[src/rtl/metronome_accent.sv]
// Bar-counting metronome: shows the beat (1..BEATS) on one seven-segment digit
// and sounds a fixed-length beep per beat, higher pitched on beat 1.
module metronome_accent #(
  parameter int CLK_HZ      = 27000000,
  parameter int BEATS       = 8,
  parameter int BEEP_CYCLES = CLK_HZ / 5,
  parameter int ACC_HALF    = CLK_HZ / 1760,
  parameter int NORM_HALF   = CLK_HZ / 880
) (
  input  logic       clk,
  input  logic       rst,
  input  logic       run,
  input  logic [7:0] bpm,
  output logic       a,
  output logic       b,
  output logic       c,
  output logic       d,
  output logic       e,
  output logic       f,
  output logic       g,
  output logic       speaker_out,
  output logic       beat_pulse
);

  // state | meaning
  // IDLE  | stopped, display "0", silent
  // RUN   | counting beats, accumulating tempo phase, beeping
  typedef enum logic {IDLE, RUN} state_t;

  localparam logic [31:0] THRESH = 32'(CLK_HZ) * 32'd60;
  localparam int BW   = $clog2(BEEP_CYCLES + 1);
  localparam int MAXH = (ACC_HALF > NORM_HALF) ? ACC_HALF : NORM_HALF;
  localparam int HW   = $clog2(MAXH + 1);
  localparam logic [BW-1:0] BEEP_LD = BW'(BEEP_CYCLES);
  localparam logic [HW-1:0] ACC_H   = HW'(ACC_HALF);
  localparam logic [HW-1:0] NORM_H  = HW'(NORM_HALF);
  localparam logic [3:0]    LAST    = 4'(BEATS);

  if (BEATS < 1 || BEATS > 9) begin : g_bad_beats
    $error("metronome_accent: BEATS must be in 1..9");
  end

  state_t          state;
  logic [31:0]     acc;
  logic [3:0]      beat;
  logic [6:0]      seg;
  logic [BW-1:0]   beep_cnt;
  logic [HW-1:0]   tone_cnt;
  logic [HW-1:0]   half;

  logic [31:0]     sum;
  logic            tick;
  logic [3:0]      beat_nxt;
  logic [HW-1:0]   half_nxt;

  function automatic logic [6:0] seg_of(input logic [3:0] v);
    case (v)
      4'd1:    seg_of = 7'b0110000;
      4'd2:    seg_of = 7'b1101101;
      4'd3:    seg_of = 7'b1111001;
      4'd4:    seg_of = 7'b0110011;
      4'd5:    seg_of = 7'b1011011;
      4'd6:    seg_of = 7'b1011111;
      4'd7:    seg_of = 7'b1110000;
      4'd8:    seg_of = 7'b1111111;
      4'd9:    seg_of = 7'b1111011;
      default: seg_of = 7'b1111110;
    endcase
  endfunction

  always_comb begin
    sum      = acc + {24'd0, bpm};
    tick     = (sum >= THRESH);
    beat_nxt = (beat == LAST) ? 4'd1 : beat + 4'd1;
    half_nxt = (beat_nxt == 4'd1) ? ACC_H : NORM_H;
  end

  always_ff @(posedge clk) begin
    if (rst || !run) begin
      state       <= IDLE;
      acc         <= '0;
      beat        <= 4'd0;
      seg         <= 7'b1111110;
      beep_cnt    <= '0;
      tone_cnt    <= '0;
      half        <= ACC_H;
      speaker_out <= 1'b0;
      beat_pulse  <= 1'b0;
    end else if (state == IDLE) begin
      state       <= RUN;
      acc         <= '0;
      beat        <= 4'd1;
      seg         <= seg_of(4'd1);
      beat_pulse  <= 1'b1;
      beep_cnt    <= BEEP_LD;
      tone_cnt    <= '0;
      half        <= ACC_H;
      speaker_out <= 1'b1;
    end else if (tick) begin
      // a tick restarts the beep even if the previous one is still sounding
      acc         <= sum - THRESH;
      beat        <= beat_nxt;
      seg         <= seg_of(beat_nxt);
      beat_pulse  <= 1'b1;
      beep_cnt    <= BEEP_LD;
      tone_cnt    <= '0;
      half        <= half_nxt;
      speaker_out <= 1'b1;
    end else begin
      acc        <= sum;
      beat_pulse <= 1'b0;
      if (beep_cnt != '0) begin
        if (beep_cnt == BW'(1)) begin
          beep_cnt    <= '0;
          speaker_out <= 1'b0;
        end else begin
          beep_cnt <= beep_cnt - BW'(1);
          if (tone_cnt == half - HW'(1)) begin
            tone_cnt    <= '0;
            speaker_out <= ~speaker_out;
          end else begin
            tone_cnt <= tone_cnt + HW'(1);
          end
        end
      end
    end
  end

  assign {a, b, c, d, e, f, g} = seg;

endmodule

[config.mk]
export PLATFORM = sky130hd
export DESIGN_NAME = metronome_accent
export DESIGN_NICKNAME = d
export VERILOG_FILES = /design/src/rtl/metronome_accent.sv
export SDC_FILE = /design/constraint.sdc
export NUM_CORES = 1
export LEC_CHECK = 0
export CORE_MARGIN = 4
export CORE_UTILIZATION = 69
export CTS_BUF_LIST = sky130_fd_sc_hd__clkbuf_4
export DETAILED_ROUTE_END_ITERATION = 10
export PLACE_DENSITY = 0.87
export SYNTH_ARGS = -nofsm -noshare
export SYNTH_HDL_FRONTEND = slang
export SYNTH_SLANG_ARGS = --single-unit
[constraint.sdc]
create_clock -name clk -period 9.06 [get_ports clk]
set_input_delay 2.265 -clock clk [delete_from_list [all_inputs] [get_ports clk]]
set_output_delay 2.265 -clock clk [all_outputs]
set_load 0.05 [all_outputs]
# Word level (Yosys, flattened, before mapping)
# Memory sizes are Yosys's and may differ from the RTL's.
# Index checks and enable logic that the tools add are counted.
# totals
wordCells	57
in_bits	11
reg_bits	99
mem_bits_ro	112
memories	1
# classes
bitwise	3
n_lt_le_gt_ge	1
reduce_logical	7
n_addsub	6
eq_ne	7
n_mux	20
# memory_table
name	words	word_bits	read_ports	rd_clocked_by_memory_dff	write_ports	line_no	rtl
(no name shown)	16	7	1	0	0	57	case (v)
# op_table
operator	count
23-bit two-way mux	4
32-bit by 8-bit adder with 32-bit output	1
32-bit by 31-bit >= comparator with 1-bit output, second input constant	1
32-bit two-way mux	1
32-bit by 31-bit subtractor with 32-bit output, second input constant	1
15-bit two-way mux	2
23-bit by 1-bit == test with 1-bit output, second input constant	1
23-bit nonzero test	1
23-bit by 1-bit subtractor with 23-bit output, second input constant	1
15-bit by 1-bit adder with 15-bit output, second input constant	1
15-bit == test	1
15-bit by 1-bit subtractor with 15-bit output, second input constant	1
7-bit two-way mux	2
1-bit two-way mux	10
4-bit by 1-bit adder with 4-bit output, second input constant	1
4-bit by 1-bit == test with 1-bit output, second input constant	1
4-bit == test, second input constant	1
4-bit two-way mux	1
4-bit by 1-bit != test with 1-bit output, second input constant	1
2-bit AND reduction	2
3-bit by 1-bit != test with 1-bit output, second input constant	1
1-bit NOT	3
3-bit OR reduction	1
2-bit by 1-bit != test with 1-bit output, second input constant	1
other kinds (3)	3

# Depth between registers and ports, before layout
# Gate-level depths: netlist (run 1).
# depth
ltp_word	7
mapped_depth	19
mapped_depth_nobuf	17

# Worst setup path after synthesis (run 1)
# OpenSTA, ideal clock, no wires.
# synth_path
path_kind	input port to flip-flop
start	input bpm[0]
end	register tone_cnt[7]
n_path_buf	2
stages	19
path_slack_ps	3130
arrival_time_ps	5868
path_cell_list	ha_1 fa_1 a211oi_1 o21ai_0 a31oi_1 xor2_1 inv_1 ha_1 nand3_1 a21oi_1 nand4_1 nor4b_2 o311ai_4 a211oi_4 or2_1 buf_6 or3_4 buf_8 nor2_4
# synth_between
elab_chain_cells	3
# synth_rtl
element	line_no	rtl
from (decl)	13	input logic [7:0] bpm,
32-bit by 8-bit adder with 32-bit output	72	sum = acc + {24'd0, bpm};
32-bit by 31-bit >= comparator with 1-bit output	73	tick = (sum >= THRESH);
3-bit OR reduction (no line)	n/a	
to (signal assigned)	122	tone_cnt <= tone_cnt + HW'(1);
to (decl)	48	logic [HW-1:0] tone_cnt;
# Every way passes these cells.
# A chain may end at the register's enable or synchronous reset.

# Final worst setup path (run 1)
# layout_path
start	input bpm[0]
end	register tone_cnt[3]
# The elaborated chain is that of the path after synthesis.

==> results.json, run 1 <==
{
  "synth_fp_nets": 698,
  "status": "complete, no violations",
  "placed_cells": 763,
  "cp-end-kind": "register",
  "finalMaxSlewViolations": 0,
  "clock.fmax_mhz": 145,
  "ys_types": 69,
  "postCtsHoldBufs": 0,
  "worst_pin_slew_ns": 0.969,
  "crit_fanout": 26,
  "grt_usage_pct": 27.0,
  "insertion_delay_ns": 0.45,
  "place_ws_ns": 1.75,
  "drtPass1Iterations": 5,
  "syn2layout_area_growth_pct": 6.17,
  "total_power_uw": 698,
  "power.density_nw_per_um2": 121,
  "grt-ovfl-total": 0,
  "design.die.area_um2": 9360,
  "antenna_found_initial": 0,
  "ys_ff_latch": 86,
  "drive_above_1_share_pct": 6.95,
  "start_util_pct": 70.7,
  "period_needed_ns": 6.90,
  "setup_viol": 0,
  "fin_setup_tns_ns": 0,
  "cts_root_buf": "clkbuf_4",
  "cts_setup_buffers": 0,
  "nets": 704,
  "setup_ws_ns": 2.16,
  "cts.sink_count": 86,
  "power.leakage_uw": 0.00211,
  "final_cell_count_no_fill": 778,
  "route.vias.total": 4979,
  "cts_made_buffers": 9,
  "dpl.hpwl_mm": 9.08,
  "synth_top_area_share_pct": 31.7,
  "hold_viol": 0,
  "dpl-instance-area_um2": 5640,
  "io_buffers": 19,
  "final_cell_area_um2": 5770,
  "top_usage_layer": "met2",
  "ctsResizeCount": 0,
  "synth_edf_count": 0,
  "dr.first_iter.drc_count": 284,
  "async_flop_share_pct": 0,
  "post-route-period-util_pct": 76.2,
  "rsz0062_at_grt": "no",
  "htreeDepth": 3,
  "met2_usage_pct": 45.8,
  "fp.coreArea_um2": 7690,
  "wirelength_mm": 12.6,
  "grt_pass1_vias": 4757,
  "slew_headroom_pct": 35.4,
  "vdd_drop_max_uv": 126,
  "ant_nets": 0,
  "ctsLongestPathBuffers": 2,
  "critPathKind": "input port to register",
  "synth-seq-area-share_pct": 31.7,
  "grt_pass1_wl_mm": 21.7,
  "row_count": 32,
  "gr-usage-met3_pct": 3.97,
  "grt_max_degree": 35,
  "maxCapViolations": 0,
  "synth_area_per_cell_um2": 8.16,
  "cts_tree": "done",
  "critical_path.startpoint_type": "input port",
  "wl_per_cell_um": 16.2,
  "io_pins": 20,
  "globalplace.congestion": 0.915,
  "die_h_um": 96.8,
  "crit_arrival_ns": 7.23,
  "hold_path.class": "register to register",
  "num_antenna_cells": 0,
  "fin_skew_ns": 0.0235,
  "syn-cell-area_um2": 5440,
  "synth-main-ff-cell": "dfxtp_1",
  "synthTopCellsByArea": "dfxtp_1 (32%), ha_1 (4.6%), nor2_1 (4.4%), xor2_1 (4.3%), xnor2_1 (4.2%)",
  "die_width_um": 96.8,
  "grt_use_met1_pct": 34.8,
  "drcViolationCount": 0,
  "ys_warn_count": 0,
  "synth_cells": 666,
  "path_clk_slew_ns": 0.14,
  "required_ns": 9.39,
  "yosysTopAreaCell": "dfxtp_1",
  "vias_per_cell": 6.40
}
where the power goes:
part | switching [µW] | internal (µW) | total (µW)
Combinational | 51.3 | 33.4 | 84.7
Clock | 138 | 82.3 | 221
Sequential | 7.17 | 385 | 392
Total | 197 | 501 | 698
placed cells by master (no fill, tap or decap), types with 9 or more instances in the layout:
master,count
a21oi_1,40
xor2_1,27
o21ai_0,22
clkbuf_4,9
nor4_1,11
nor2_4,10
xnor2_1,26
o211ai_1,15
clkdlybuf4s50_1,19
and2_1,9
and3_1,20
nor2_1,64
nand2_1,58
nor3_1,28
inv_1,14
ha_1,20
nand3_1,36
dfxtp_1,86
nand4_1,20
worst max-delay path: stages:
cell	delay (ns)
clkdlybuf4s50_1	0.41
ha_1	0.23
fa_1	0.41
a211oi_1	0.41
o21ai_0	0.22
a31oi_1	0.26
xor2_1	0.16
inv_1	0.09
ha_1	0.14
nand3_1	0.06
a21oi_1	0.12
nand4_1	0.14
nor4b_2	0.37
o311ai_4	0.16
a211oi_4	0.40
or2_1	0.78
or3_4	0.47
nor2_1	0.10
layout make-up:
type | instances | area [µm²]
inverters | 15 | 56.3
fillers | 582 | 1920
clock buffers | 9 | 67.6
flip-flops and latches | 86 | 1720
repair buffers | 23 | 220
well taps | 102 | 128
clock inverters | 6 | 62.6
multi-input cells | 537 | 3520
synthesized netlist by cell type (20+ instances only):
cell type,count
xnor2_1,26
nor3_1,28
nor2_1,64
nand2_1,58
a21oi_1,40
dfxtp_1,86
nand4_1,20
and3_1,20
ha_1,20
o21ai_0,22
nand3_1,36
xor2_1,27
stage by stage:
stage	util (%)	hold WS (ns)
2_1_floorplan	-	0.449
3_3_place_gp	73.4	0.465
3_5_place_dp	73.4	0.471
4_1_cts	75.1	0.490
5_1_grt	75.1	0.522
6_report	75.1	0.490
state kept, by name (all words and copies together) (netlist names):
register and count:
acc 32, beep_cnt 23, tone_cnt 15, seg 7
beat 4, half 2, beat_pulse 1, speaker_out 1
state 1
per-layer routing:
metal | wire (µm) | vias to the layer above
met1 | 5570 | 2348
met3 | 668 | 32
li1 | - | 2441
met4 | 221 | 0
met5 | 0 | -
met2 | 6110 | 158
path summary, 6_finish.rpt:
path / from / endpoint / slack, ns / cells after the start
hold / removal: beep_cnt[5]$_SDFFE_PP0P_ / beep_cnt[5]$_SDFFE_PP0P_ / 0.49 / 2
hold reg to reg: beep_cnt[5]$_SDFFE_PP0P_ / beep_cnt[5]$_SDFFE_PP0P_ / 0.49 / 2
setup reg to reg: acc[0]$_SDFF_PP0_ / tone_cnt[3]$_SDFFE_PP0P_ / 4.10 / 17
setup / recovery: bpm[0] / tone_cnt[3]$_SDFFE_PP0P_ / 2.16 / 18
logic make-up (layout without fill, tap and decap cells):
group / Yosys count / count (layout) / share of synthesized area [%]
AO/OA/AOI/OAI: 152 / 152 / 20.3
XOR/XNOR: 53 / 53 / 8.54
buffers and inverters: 43 / 53 / 3.66
AND/OR/NAND/NOR: 304 / 304 / 29.6
multiplexers: 7 / 7 / 1.31
flip-flops: 86 / 86 / 31.7
adder cells (fa/ha/maj): 21 / 21 / 4.97
No activity file was read; power rests on OpenSTA's default activity.
==> inputs of run 2 (changes only) <==
--- a/config.mk
+++ b/config.mk
@@ -6,10 +6,10 @@
 export NUM_CORES = 1
 export LEC_CHECK = 0
 export CORE_MARGIN = 4
-export CORE_UTILIZATION = 69
+export CORE_UTILIZATION = 64
 export CTS_BUF_LIST = sky130_fd_sc_hd__clkbuf_4
 export DETAILED_ROUTE_END_ITERATION = 10
-export PLACE_DENSITY = 0.87
+export PLACE_DENSITY = 0.81
 export SYNTH_ARGS = -nofsm -noshare
 export SYNTH_HDL_FRONTEND = slang
 export SYNTH_SLANG_ARGS = --single-unit
==> constraint.sdc (replaced) <==
create_clock -name clk -period 7 [get_ports clk]
set_input_delay 1.75 -clock clk [delete_from_list [all_inputs] [get_ports clk]]
set_output_delay 1.75 -clock clk [all_outputs]
set_load 0.05 [all_outputs]
==> results.json, run 2 (same netlist as run 1, synthesis figures left out) <==
{
  "num_antenna_cells": 0,
  "crit_cells": 18,
  "path_clk_slew_ns": 0.15,
  "vdd_drop_max_uv": 99.1,
  "slew_headroom_pct": 35.6,
  "crit_arrival_ns": 6.52,
  "die_h_um": 100,
  "crit_slowest_cell": "nand2_1",
  "dr.first_iter.drc_count": 318,
  "start_util_pct": 65.8,
  "critical_path.startpoint_type": "input port",
  "maxCapViolations": 0,
  "final_common_cell": "dfxtp_1",
  "worstHoldPathCells": 2,
  "syn2layout_area_growth_pct": 7.04,
  "cp-end-kind": "register",
  "route.vias.total": 5044,
  "grt_usage_pct": 26.3,
  "critPathKind": "input port to register",
  "power.density_nw_per_um2": 159,
  "io_buffers": 19,
  "fp.coreArea_um2": 8260,
  "wirelength_mm": 12.6,
  "worst_pin_slew_ns": 0.966,
  "drive_above_1_share_pct": 7.65,
  "power.leakage_uw": 0.00214,
  "row_count": 33,
  "required_ns": 7.37,
  "hold_viol": 0,
  "mostFrequentLayoutCells": "dfxtp_1 (86), nor2_1 (64), nand2_1 (58)",
  "cts_root_buf": "clkbuf_4",
  "ant_nets": 0,
  "cts_setup_buffers": 0,
  "grt_pass1_vias": 4738,
  "grt_pass1_wl_mm": 22.0,
  "nets": 708,
  "grt-ovfl-total": 0,
  "worstPathBufferInverterCount": 2,
  "cts_made_buffers": 9,
  "insertion_delay_ns": 0.45,
  "design.die.area_um2": 10000,
  "vias_per_cell": 6.43,
  "hold_path.class": "register to register",
  "setup_viol": 0,
  "wl_per_cell_um": 16.1,
  "dpl.hpwl_mm": 9.08,
  "htreeDepth": 3,
  "postCtsHoldBufs": 0,
  "antenna_found_initial": 0,
  "grt_max_degree": 33,
  "globalplace.congestion": 0.895,
  "cts.sink_count": 86,
  "post-route-period-util_pct": 87.9,
  "final_cell_count_no_fill": 785,
  "placed_cells": 770,
  "die_width_um": 100,
  "ctsResizeCount": 0,
  "status": "complete, no violations",
  "cp_top_family": "simple AND/OR/NAND/NOR gates",
  "finalMaxSlewViolations": 0,
  "crit_top_cell": "ha_1",
  "fin_skew_ns": 0.0179,
  "crit_chain": "clkdlybuf4s50_1, ha_1, fa_1, a211oi_1, o21ai_0, a31oi_1, xor2_1, inv_1, ha_1, nand3_1, a21oi_1, nand4_1, nor4b_2, o311ai_4, a211oi_4, nor2_2, nand2_1, nor3_1",
  "clock.fmax_mhz": 163,
  "regMostFlops": "acc",
  "io_pins": 20,
  "whs_ns": 0.487,
  "fin_setup_tns_ns": 0,
  "rsz0062_at_grt": "no",
  "drtPass1Iterations": 6,
  "reg.largest.list": "acc x32, beep_cnt x23, tone_cnt x15",
  "largest_register_ffs": 32,
  "ctsLongestPathBuffers": 2,
  "period_needed_ns": 6.15,
  "crit_fanout": 17,
  "rr_worst_depth": 17,
  "max_stage_delay_ns": 0.53,
  "drcViolationCount": 0,
  "cts_tree": "done"
}
run 2: cell types whose count changed in the layout (fill, tap and decap cells not counted), sizes merged:
cell | before | now
inv | 15 | 19
clkinvlp | 2 | 0
clkinv | 3 | 1
buf | 4 | 8
run 2: path summary, 6_finish.rpt:
check,start,endpoint,slack (ns)
max,bpm[0],beep_cnt[21]$_SDFFE_PP0P_,0.85
min,beep_cnt[5]$_SDFFE_PP0P_,beep_cnt[5]$_SDFFE_PP0P_,0.49
max reg2reg,acc[0]$_SDFF_PP0_,beep_cnt[21]$_SDFFE_PP0P_,2.28
min reg2reg,beep_cnt[5]$_SDFFE_PP0P_,beep_cnt[5]$_SDFFE_PP0P_,0.49
run 2: area by class of cell:
type | count | area, µm²
repair buffers | 27 | 250
inverters | 15 | 56.3
clock inverters | 6 | 76.3
fillers | 685 | 2440
clock buffers | 9 | 67.6
flip-flops and latches | 86 | 1720
multi-input cells | 537 | 3520
well taps | 105 | 131
run 2: routing by layer:
layer / track usage, % / routed length [µm]
met5: 0 / 0
met4: 9.12 / 250
met3: 3.13 / 877
met2: 42.7 / 5780
met1: 36.3 / 5710
run 2: worst min-delay path, delay by kind of cell (launching register included):
| family | cells | cell delay (ns) |
|---|---|---|
| AOI/OAI and AO/OA | 2 | 0.12 |
| DFF | 1 | 0.34 |
run 2: report_power, final:
group,internal (µW),leakage (µW),total [µW],switching (µW)
clock,115,0.0000797,310,195
combinational,43.2,0.00137,109,65.5
sequential,498,0.000698,507,8.70
total,657,0.00214,926,269
run 2: metrics by stage:
| step | total power [µW] | worst slack (ns) | area, µm² | utilization, % |
|---|---|---|---|---|
| after floorplan | 599 | 1.59 | 5440 | - |
| after global placement | 622 | 0.715 | 5680 | 68.7 |
| after detailed placement | 625 | 0.395 | 5680 | 68.7 |
| after CTS | 926 | 0.863 | 5820 | 70.5 |
| after global routing | 963 | 0.484 | 5820 | 70.5 |
| final | 926 | 0.849 | 5820 | 70.5 |
==> inputs of run 3 (changes only) <==
==> config.mk (replaced) <==
export PLATFORM = sky130hd
export DESIGN_NAME = metronome_accent
export DESIGN_NICKNAME = d
export VERILOG_FILES = /design/src/rtl/metronome_accent.sv
export SDC_FILE = /design/constraint.sdc
export NUM_CORES = 1
export LEC_CHECK = 0
export CORE_UTILIZATION = 58
export CTS_BUF_LIST = sky130_fd_sc_hd__clkbuf_4 sky130_fd_sc_hd__clkbuf_8
export DETAILED_ROUTE_END_ITERATION = 10
export PLACE_DENSITY = 0.77
export SYNTH_ARGS = -nofsm -noshare
export SYNTH_HDL_FRONTEND = slang
export SYNTH_SLANG_ARGS = --single-unit
==> constraint.sdc (replaced) <==
create_clock -name clk -period 5.2 [get_ports clk]
set_input_delay 1.3 -clock clk [delete_from_list [all_inputs] [get_ports clk]]
set_output_delay 1.3 -clock clk [all_outputs]
set_load 0.05 [all_outputs]
==> results.json, run 3 (same netlist as run 1, synthesis figures left out) <==
{
  "status": "complete, no violations",
  "globalplace.congestion": 0.908,
  "place_ws_ns": -0.474,
  "grt-ovfl-total": 0,
  "grt_usage_pct": 28.8,
  "mostFrequentLayoutCells": "dfxtp_1 (86), nor2_1 (64), nand2_1 (58)",
  "vdd_drop_max_uv": 131,
  "insertion_delay_ns": 0.37,
  "critPathKind": "input port to register",
  "htreeDepth": 3,
  "finalMaxSlewViolations": 0,
  "hold_viol": 0,
  "drtPass1Iterations": 5,
  "die_width_um": 98.8,
  "reg.largest.list": "acc x32, beep_cnt x23, tone_cnt x15",
  "crit_arrival_ns": 5.32,
  "wirelength_mm": 13.6,
  "vias_per_cell": 6.23,
  "cts_root_buf": "clkbuf_8",
  "slew_headroom_pct": 47.0,
  "clock.fmax_mhz": 200,
  "dpl-instance-area_um2": 6050,
  "io_buffers": 19,
  "rr_worst_depth": 16,
  "filler_cell_count": 723,
  "postCtsHoldBufs": 0,
  "largest_register_ffs": 32,
  "hold_path.class": "register to register",
  "power.density_nw_per_um2": 212,
  "worst_pin_slew_ns": 0.793,
  "cts_tree": "done",
  "grt_pass1_wl_mm": 23.0,
  "final_common_cell": "dfxtp_1",
  "whs_ns": 0.494,
  "row_count": 34,
  "reg2reg_from": "acc[0]$_SDFF_PP0_",
  "wl_per_cell_um": 16.1,
  "fin_skew_ns": 0.0171,
  "antenna_found_initial": 0,
  "setup_ws_ns": 0.195,
  "power.leakage_uw": 0.00245,
  "cp-end-kind": "register",
  "drcViolationCount": 0,
  "period_needed_ns": 5.01,
  "placed_cells": 818,
  "setup_viol": 0,
  "syn2layout_area_growth_pct": 16.9,
  "critical_path.startpoint_type": "input port",
  "drive_above_1_share_pct": 14.8,
  "dr.first_iter.drc_count": 324,
  "design.die.area_um2": 9760,
  "register_area_um2": 1720,
  "max_stage_delay_ns": 0.40,
  "final_cell_count_no_fill": 840,
  "cts.sink_count": 86,
  "path_clk_slew_ns": 0.10,
  "grt_pass1_vias": 4977,
  "crit_chain": "clkdlybuf4s50_1, ha_1, fa_2, a211oi_2, buf_4, o21a_1, a21oi_1, buf_4, a2111oi_0, a41oi_1, a21oi_1, o21ai_1, or2_1, buf_12, or3_4, buf_12, nor2_4",
  "ctsLongestPathBuffers": 2,
  "min_delay_worst_endpoint": "seg[3]$_SDFFE_PN1P_",
  "reg2reg_slack_ns": 1.24,
  "final_cell_area_um2": 6350,
  "cts_made_buffers": 9,
  "crit_fanout": 16,
  "dpl.hpwl_mm": 9.78,
  "num_antenna_cells": 0,
  "required_ns": 5.51,
  "nets": 759,
  "fp.coreArea_um2": 8890,
  "post-route-period-util_pct": 96.3,
  "io_pins": 20,
  "crit_slowest_cell": "clkdlybuf4s50_1",
  "worstHoldStart": "seg[3]$_SDFFE_PN1P_",
  "rsz0062_at_grt": "no",
  "die_h_um": 98.8,
  "ant_nets": 0,
  "maxCapViolations": 0,
  "worstHoldPathCells": 2,
  "start_util_pct": 61.1,
  "grt_max_degree": 29,
  "regMostFlops": "acc",
  "multi_input_area_um2": 3550,
  "worstReg2RegEnd": "tone_cnt[13]$_SDFFE_PP0P_",
  "fin_setup_tns_ns": 0,
  "route.vias.total": 5229
}
-- run 3: changes by cell type in the layout (fill, tap and decap cells not counted), sizes merged --
cell	before	now
buf	8	58
clkinv	1	3
clkinvlp	0	1
inv	19	16
nor2	75	76
clkbuf	9	10
-- run 3: what timing repair did --
item	4_1_cts	5_1_grt
resized for setup	1	6
cloned	0	1
pin swaps	0	8
setup endpoints to repair	16	75
buffers inserted	0	5
-- run 3: where the power goes --
part / switching [µW] / internal (µW) / total (µW) / leakage (µW)
Combinational: 92.6 / 65.6 / 158 / 0.00164
Clock: 266 / 244 / 510 / 0.000107
Sequential: 11.6 / 670 / 681 / 0.000698
-- run 3: cell type report --
class                   count  area share, %
flip-flops and latches     86           27.1
clock inverters             6           1.22
clock buffers              10           2.17
repair buffers             77           10.6
multi-input cells         538           55.9
well taps                 108           2.13
inverters                  15          0.886
-- run 3: critical path: cells and delay by family --
kind	cells	cell delay, ns
and+or+nand+nor	3	0.79
buffers and inverters	5	1.08
adders and majority gates	2	0.59
AOI/OAI and AO/OA	7	1.51
-- run 3: per-layer routing --
metal | vias to the layer above | track usage, % | part of all wire, %
li1 | 2558 | - | -
met3 | 30 | 3.76 | 5.5
met4 | 0 | 11.0 | 2.1
met1 | 2480 | 36.4 | 43
met5 | - | 0 | 0
met2 | 161 | 50.1 | 49
-- run 3: metrics by stage --
stage	util [%]	power [µW]
global route	71.5	1400
CTS	70.6	1360
detailed placement	68.1	851
finish	71.5	1350
floorplan	-	806
global placement	68.1	845
-- run 3: worst max-delay path by stage --
stage | cells after the start | end | startpoint | slack, ns
global placement | 18 | beep_cnt[17]$_SDFFE_PN0P_ | bpm[0] | -0.29
CTS | 19 | tone_cnt[4]$_SDFFE_PP0P_ | bpm[0] | 0.005
floorplan | 19 | tone_cnt[7]$_SDFFE_PP0P_ | bpm[0] | 0.24
global route | 17 | acc[26]$_SDFF_PP0_ | bpm[1] | 0.01
detailed placement | 18 | beep_cnt[6]$_SDFFE_PN0P_ | bpm[0] | -0.47
finish | 17 | tone_cnt[13]$_SDFFE_PP0P_ | bpm[0] | 0.19
